File: config.mk
export PLATFORM = sky130hd
export DESIGN_NAME = alu
export DESIGN_NICKNAME = d
export VERILOG_FILES = /design/src/rtl/mips_pkg.sv /design/src/rtl/alu_shifter.sv /design/src/rtl/alu.sv
export SDC_FILE = /design/constraint.sdc
export NUM_CORES = 1
export LEC_CHECK = 0
export ABC_AREA = 1
export CORE_ASPECT_RATIO = 1.75
export CORE_MARGIN = 8
export CORE_UTILIZATION = 55
export CTS_BUF_LIST = sky130_fd_sc_hd__clkbuf_4 sky130_fd_sc_hd__clkbuf_8
export DETAILED_ROUTE_END_ITERATION = 10
export GPL_TIMING_DRIVEN = 0
export PLACE_DENSITY = 0.84
export REMOVE_ABC_BUFFERS = 1
export SYNTH_ARGS = -nofsm -noshare
export SYNTH_HDL_FRONTEND = slang
export SYNTH_SLANG_ARGS = --single-unit
File: constraint.sdc
create_clock -name clk -period 0.8 [get_ports clk]
set_input_delay 0.08 -clock clk [delete_from_list [all_inputs] [get_ports clk]]
set_output_delay 0.08 -clock clk [all_outputs]
set_load 0.02 [all_outputs]
File: src/rtl/mips_pkg.sv
// Shared MIPS datapath definitions: ALU opcode constants, datapath width
// and the barrel-shifter mode encoding.
package mips_pkg;

    localparam int DATA_W = 32;

    // AluCon operation codes
    localparam logic [3:0] ALU_AND  = 4'b0000;
    localparam logic [3:0] ALU_OR   = 4'b0001;
    localparam logic [3:0] ALU_ADD  = 4'b0010;
    localparam logic [3:0] ALU_XOR  = 4'b0011;
    localparam logic [3:0] ALU_SLL  = 4'b0100;
    localparam logic [3:0] ALU_SRL  = 4'b0101;
    localparam logic [3:0] ALU_SUB  = 4'b0110;
    localparam logic [3:0] ALU_SLT  = 4'b0111;
    localparam logic [3:0] ALU_SLTU = 4'b1000;
    localparam logic [3:0] ALU_SRA  = 4'b1001;
    localparam logic [3:0] ALU_LUI  = 4'b1010;
    localparam logic [3:0] ALU_NOR  = 4'b1100;

    // Barrel shifter modes
    localparam logic [1:0] SHIFT_SLL = 2'b00;
    localparam logic [1:0] SHIFT_SRL = 2'b01;
    localparam logic [1:0] SHIFT_SRA = 2'b10;

endpackage

File: src/rtl/alu_shifter.sv
// Combinational 32-bit barrel shifter. Left shifts reuse the right-shift
// network by bit-reversing the operand on the way in and out.
module alu_shifter
    import mips_pkg::*;
(
    input  logic [DATA_W-1:0] dataIn,
    input  logic [4:0]        shiftAmt,
    input  logic [1:0]        mode,
    output logic [DATA_W-1:0] dataOut
);

    logic                     isLeft;
    logic                     fillBit;
    logic [DATA_W-1:0]        inRev;
    logic [DATA_W-1:0]        outRev;
    logic [5:0][DATA_W-1:0]   stage;

    assign isLeft  = (mode == SHIFT_SLL);
    // Only arithmetic right shifts replicate the sign; everything else fills 0
    assign fillBit = (mode == SHIFT_SRA) & dataIn[DATA_W-1];

    genvar gi;
    generate
        for (gi = 0; gi < DATA_W; gi++) begin : g_reverse
            assign inRev[gi]  = dataIn[DATA_W-1-gi];
            assign outRev[gi] = stage[5][DATA_W-1-gi];
        end
    endgenerate

    assign stage[0] = isLeft ? inRev : dataIn;

    // Five log-stages, stage gi shifts right by 2**gi when shiftAmt[gi] is set
    generate
        for (gi = 0; gi < 5; gi++) begin : g_stage
            localparam int SH = 1 << gi;
            assign stage[gi+1] = shiftAmt[gi]
                               ? {{SH{fillBit}}, stage[gi][DATA_W-1:SH]}
                               : stage[gi];
        end
    endgenerate

    assign dataOut = isLeft ? outRev : stage[5];

endmodule

File: src/rtl/alu.sv
// 32-bit registered ALU for the MIPS execute stage. Result and zero flag
// are registered together, one cycle of latency, one operation per cycle.
module alu
    import mips_pkg::*;
(
    input  logic              clk,
    input  logic              rst_n,
    input  logic [3:0]        AluCon,
    input  logic [DATA_W-1:0] A,
    input  logic [DATA_W-1:0] B,
    output logic [DATA_W-1:0] AluOut,
    output logic              Zero
);

    logic [DATA_W-1:0] resultNext;
    logic [DATA_W-1:0] aluOutReg;
    logic              zeroReg;
    logic [DATA_W-1:0] shiftOut;
    logic [1:0]        shiftMode;
    logic [DATA_W:0]   diffSigned;
    logic [DATA_W:0]   diffUnsigned;

    // 33-bit differences: bit 32 is the true sign (signed) or borrow
    // (unsigned), so SLT stays correct when the 32-bit subtract overflows.
    assign diffSigned   = {A[DATA_W-1], A} - {B[DATA_W-1], B};
    assign diffUnsigned = {1'b0, A} - {1'b0, B};

    // Select shifter mode from the opcode
    always_comb begin
        shiftMode = SHIFT_SLL;
        case (AluCon)
            ALU_SRL: shiftMode = SHIFT_SRL;
            ALU_SRA: shiftMode = SHIFT_SRA;
            default: shiftMode = SHIFT_SLL;
        endcase
    end

    alu_shifter u_shifter (
        .dataIn   (B),
        .shiftAmt (A[4:0]),
        .mode     (shiftMode),
        .dataOut  (shiftOut)
    );

    // Result mux; unused opcodes produce zero
    always_comb begin
        resultNext = '0;
        case (AluCon)
            ALU_AND:  resultNext = A & B;
            ALU_OR:   resultNext = A | B;
            ALU_ADD:  resultNext = A + B;
            ALU_XOR:  resultNext = A ^ B;
            ALU_SLL:  resultNext = shiftOut;
            ALU_SRL:  resultNext = shiftOut;
            ALU_SUB:  resultNext = diffUnsigned[DATA_W-1:0];
            ALU_SLT:  resultNext = {{(DATA_W-1){1'b0}}, diffSigned[DATA_W]};
            ALU_SLTU: resultNext = {{(DATA_W-1){1'b0}}, diffUnsigned[DATA_W]};
            ALU_SRA:  resultNext = shiftOut;
            ALU_LUI:  resultNext = {B[15:0], 16'h0000};
            ALU_NOR:  resultNext = ~(A | B);
            default:  resultNext = '0;
        endcase
    end

    // Output registers; result and flag load on the same edge
    always_ff @(posedge clk or negedge rst_n) begin
        if (!rst_n) begin
            aluOutReg <= '0;
            zeroReg   <= 1'b1;
        end else begin
            aluOutReg <= resultNext;
            zeroReg   <= (resultNext == '0);
        end
    end

    assign AluOut = aluOutReg;
    assign Zero   = zeroReg;

endmodule

==> key figures, run 1 <==
Outcome
  • Status: did not finish
  • Failing step: 5_1_grt
  • Error message: [ERROR GRT-0116] Global routing finished with congestion. Check the congestion regions in the DRC Viewer.

Die
  • Die extent in x: 116 um
  • Initial standard-cell utilization of the core: 55.8%
  • Cell row count: 64
  • I/O pin total: 103
  • Vertical die dimension: 192 um

Clock network
  • Number of buffers created by CTS: 5
  • Number of H-tree levels: 2
  • Number of sinks on the clock net: 33
  • Root cell of the clock tree: clkbuf_8
  • Clock buffer depth: 2

Placed design
  • Quantity of I/O buffers inserted on ports: 102
  • Post-Place Setup Slack: -5120 ps
  • Cell area reported after detailed placement: 10700 um2
  • Final HPWL from detailed placement: 38000 um
  • Placer Congestion: 1.17

Synthesis
  • Synthesized netlist cell count: 1771
  • Synth cell types: 50
  • Post-synth EDFFs: 0
  • Sequential share of the synthesized area: 8.52%
  • Fraction of registers with async set/reset: 100%
  • Mean instance size in the synthesized netlist: 5.48 um2
  • Synthesis-stage register bit count: 33
  • Area of the mapped netlist: 9700 um2
  • Main flop type after synthesis: dfrtp_1
  • Number of warning messages in the yosys log: 0

Global routing
  • Leftover overflow at the end of global routing: 678
  • Wire length of the first global-routing pass: 139000 um
  • Via count of the first global-routing pass: 20300
  • Overall routing resource usage: 82.1%
  • Maximum number of pins on one net before global-route repair: 36
## per-stage QoR
stage	setup TNS [ps]	hold WS, ps	std cells
CTS	-38330	-25.2	2257
detailed placement	-178940	826	2023
global placement	-177010	815	2017
floorplan	-52040	-216	1684
## cells in the mapped netlist, types with 2 or more instances
cell / instances / share of area [%]
a2111oi_0: 3 / 0.27
a211oi_1: 9 / 0.70
a21boi_0: 5 / 0.39
a21boi_1: 2 / 0.15
a21o_1: 4 / 0.31
a21oi_1: 109 / 5.6
a221oi_1: 8 / 0.72
a31oi_1: 6 / 0.39
buf_1: 9 / 0.35
buf_2: 37 / 1.9
buf_4: 6 / 0.46
buf_6: 5 / 0.58
clkbuf_1: 29 / 1.1
clkinv_1: 5 / 0.19
dfrtp_1: 32 / 8.3
fa_1: 2 / 0.41
ha_1: 96 / 12
inv_1: 218 / 8.4
inv_2: 5 / 0.19
nand2_1: 376 / 15
nand2_4: 4 / 0.46
nand3_1: 424 / 22
nand3_2: 2 / 0.21
nand3b_1: 2 / 0.15
nand4_1: 21 / 1.4
nor2_1: 166 / 6.4
nor3_1: 16 / 0.83
o2111ai_1: 3 / 0.27
o211ai_1: 4 / 0.31
o21a_1: 3 / 0.23
o21ai_0: 91 / 4.7
o21ai_1: 9 / 0.46
o21ai_2: 2 / 0.18
o21bai_1: 7 / 0.54
o221ai_1: 12 / 1.1
o22ai_1: 19 / 1.2
xor2_1: 7 / 0.63
## kinds of logic after synthesis
kind of cell / after synthesis / synth area share [%]
simple gates: 1016 / 46.5
buf+inv: 315 / 13.5
compound gates: 302 / 18.1
fa+ha+maj: 98 / 12.8
flops: 33 / 8.52
xor+xnor: 7 / 0.632
## timing repair
item | in CTS
hold endpoints to repair | 32
setup endpoints to repair | 99
setup buffers | 202
cloned | 24
pin swaps | 196
gates resized for setup | 1203
## metal layers
metal  overflow  global-route usage, %
met1         23                   76.7
met2        448                    100
met3         16                   68.7
met4        189                   87.0
met5          2                   35.4
==> run 2: changes to the inputs <==
--- a/config.mk
+++ b/config.mk
@@ -6,13 +6,11 @@
 export NUM_CORES = 1
 export LEC_CHECK = 0
 export ABC_AREA = 1
-export CORE_ASPECT_RATIO = 1.75
 export CORE_MARGIN = 8
-export CORE_UTILIZATION = 55
-export CTS_BUF_LIST = sky130_fd_sc_hd__clkbuf_4 sky130_fd_sc_hd__clkbuf_8
+export CORE_UTILIZATION = 40
 export DETAILED_ROUTE_END_ITERATION = 10
 export GPL_TIMING_DRIVEN = 0
-export PLACE_DENSITY = 0.84
+export PLACE_DENSITY_LB_ADDON = 0.15
 export REMOVE_ABC_BUFFERS = 1
 export SYNTH_ARGS = -nofsm -noshare
 export SYNTH_HDL_FRONTEND = slang
==> constraint.sdc (replaced) <==
create_clock -name clk -period 1 [get_ports clk]
set_input_delay 0.1 -clock clk [delete_from_list [all_inputs] [get_ports clk]]
set_output_delay 0.1 -clock clk [all_outputs]
set_load 0.02 [all_outputs]
==> key figures, run 2 <==
Outcome
  • Status: finished with violations
  • Failing checks: hold timing, setup timing

Placed design
  • Final HPWL from detailed placement: 38400 um
  • Cell area reported after detailed placement: 10800 um2
  • Quantity of I/O buffers inserted on ports: 102
  • Placer Congestion: 1.07

Worst hold path
  • Path class of the lowest-slack min-delay path: in2async

Global routing
  • Overall routing resource usage: 38.1%
  • Initial antenna violation count: 2
  • Leftover overflow at the end of global routing: 0
  • Via count of the first global-routing pass: 13800
  • Wire length of the first global-routing pass: 85000 um
  • Maximum number of pins on one net before global-route repair: 36

Die
  • Initial standard-cell utilization of the core: 40.4%
  • Die extent in x: 172 um
  • Area of the core: 24000 um2
  • Cell row count: 57
  • I/O pin total: 103
  • Area enclosed by the die boundary: 29500 um2
  • Vertical die dimension: 172 um

Finish
  • Number of nets in the layout: 2254
  • Most common library cell in the layout ignoring fill and taps: nand3_1
  • Multi-input gate area: 10800 um2
  • Syn-to-layout area delta: 72.8%
  • Commonest non-fill, non-tap cells in the layout: nand3_1 (303), nand2_1 (291), buf_4 (213)
  • Non-Filler Cell Area, Final: 16800 um2
  • Diode count: 0
  • Number of fill cells in the layout: 1983
  • Layout cells sized above 1: 48.8%
  • Area occupied by registers: 827 um2
  • Number of flip-flops under the largest register name: 32
  • Utilization after layout: 69.8%

Detailed routing
  • Number of remaining DRC errors: 0
  • Vias per cell: 6.54
  • Starting DRC count in detailed routing: 2837
  • Post-detailed-routing wire length: 62000 um
  • Average wire per cell in the routed design: 25.7 um
  • Total via count after detailed routing: 15800
  • Number of iterations in the first detailed-routing pass: 9
  • ANT nets after route: 0

Synthesis
  • Top post-synthesis cells by count: nand3_1 (424), nand2_1 (376), inv_1 (218), nor2_1 (166), a21oi_1 (109)
  • Area of the mapped netlist: 9700 um2
  • Synth cell types: 50
  • Number of warning messages in the yosys log: 0
  • Main flop type after synthesis: dfrtp_1
  • Fraction of registers with async set/reset: 100%
  • Most area-hungry cell type in the Yosys netlist: nand3_1
  • Post-synth EDFFs: 0
  • Synthesis-stage register bit count: 33
  • Sequential share of the synthesized area: 8.52%
  • Leading post-synthesis cells by cell area: nand3_1 (22%), nand2_1 (15%), ha_1 (12%), inv_1 (8.4%), dfrtp_1 (8.3%)
  • Synthesized netlist cell count: 1771
  • Most instantiated library cell after synthesis: nand3_1
  • Area fraction of the dominant cell type after synthesis: 21.9%
  • Mean instance size in the synthesized netlist: 5.48 um2

STA
  • Min cycle time layout: 2700 ps
  • Top achievable clock speed: 0.370 GHz
  • Fin worst setup slack: -1700 ps
  • Number of failing hold endpoints at the final stage: 9
  • Worst slew margin relative to its limit: 39.7%
  • Fin Setup TNS: -38070 ps
  • Fraction of the cycle the final worst path needs: 270%
  • Final setup viols: 34
  • Pin slew with the least headroom to its limit: 899 ps
  • Final-layout worst hold slack: -7.02 ps
  • Setup repair after global routing missed its margin: true
  • Pins over their slew limit: 0

Critical path
  • Startpoint Class: input pin
  • Crit. End Element: flop
  • Crit path required time: 1210 ps
  • Worst endpoint data arrival time: 2920 ps
  • Type of the setup path with the least slack: in2reg
  • Maximum net fanout on the critical path: 4

Pwr
  • Leakage power: 7.47 nW
  • Combinational share of power: 78.0%
  • Net Sw Frac: 52.7%
  • Sequential cell fraction of total power: 11.4%
  • Part of the power in the clock network: 10.7%
  • Power consumption: 13.7 mW
  • Max IR drop VDD: 944 uV
  • Int Power: 6.50 mW
  • Pwr per Cell Area: 818 nW/um2
  • Net load switching power: 7.22 mW

Clock network
  • Number of H-tree levels: 2
  • Clock buffer depth: 2
  • Number of sinks on the clock net: 33
  • Clock tree from TritonCTS: built
  • Number of buffers created by CTS: 5
  • Root cell of the clock tree: clkbuf_16
  • CTS clk-pin slew, worst paths: 50 ps

Run
  • Number of maximum-capacitance constraint violations: 0
==> run 2: cell counts after synthesis <==
No cell type changed its count.
==> run 2: worst paths after layout <==
kind                       cells past startpoint  slack, ps         end  startpoint
max                                           19      -1700        Zero        A[2]
min                                            1         -7  AluOut[29]       rst_n
max in group asynchronous                      1        510  AluOut[12]       rst_n
min in group clk                               5        340   AluOut[5]        B[5]
==> run 2: cell families (layout without fill, tap and decap cells) <==
| kind of cell | count (synthesis) | after routing | share of synthesized area [%] |
|---|---|---|---|
| buffers and inverters | 315 | 621 | 13.5 |
| and+or+nand+nor | 1016 | 1026 | 46.5 |
| AOI/OAI and AO/OA | 302 | 302 | 18.1 |
| xor gates and xnor gates | 7 | 7 | 0.632 |
| DFF | 33 | 33 | 8.52 |
| adders and majority gates | 98 | 98 | 12.8 |
==> run 2: area by class of cell <==
| cell class | instances | share of cell area, % |
|---|---|---|
| Multi-Input combinational cell | 1433 | 64.7 |
| Timing Repair Buffer | 380 | 20.5 |
| Inverter | 228 | 6.34 |
| Sequential cell | 33 | 4.93 |
| Tap cell | 324 | 2.42 |
| Clock buffer | 5 | 0.746 |
| Timing Repair inverter | 5 | 0.261 |
| Clock inverter | 3 | 0.104 |
==> run 2: power groups by stage <==
stage | Combinational [mW] | Sequential, mW | Clock (mW)
floorplan | 3.41 | 1.82 | 0
global placement | 6.08 | 1.59 | 0
detailed placement | 6.12 | 1.59 | 0
CTS | 8.91 | 1.56 | 1.44
global route | 11.0 | 1.58 | 1.55
finish | 10.7 | 1.56 | 1.47
==> run 2: per-layer routing <==
layer | GRT usage, % | part of all wire (%) | vias up
li1 | - | - | 6642
met1 | 48.4 | 35 | 7217
met2 | 54.6 | 40 | 1490
met3 | 13.6 | 16 | 424
met4 | 22.4 | 8.7 | 2
met5 | 0 | 0.021 | -
==> run 2: through the flow <==
| stage | worst slack [ps] | instances |
|---|---|---|
| after CTS | -1600 | 2340 |
| final | -1700 | 2411 |
| after floorplan | -1880 | 1684 |
| after global placement | -5430 | 2110 |
| after detailed placement | -5410 | 2117 |
| after global routing | -1750 | 2411 |
==> run 2: repair_timing <==
item | in CTS | in global routing
setup buffers | 198 | 75
resized for setup | 956 | 362
setup endpoints to repair | 99 | 53
hold buffers | 0 | 0
pin swaps | 164 | 142
endpoints found under the hold margin | 0 | 0
gates cloned | 19 | 1
==> run 2: critical path, stage by stage <==
cell and delay, ps:
buf_16 90, clkinvlp_4 180, ha_4 300, buf_6 120, buf_6 120, a21oi_4 130
nand2_4 130, a21oi_4 220, inv_2 110, a21oi_2 170, inv_1 80, o21ai_1 160
o21ai_1 120, nand3b_1 320, nor2_2 190, nand2_1 100, nor2_1 110, nand2_1 70
nor2_1 100
No activity file was read; power rests on OpenSTA's default activity.
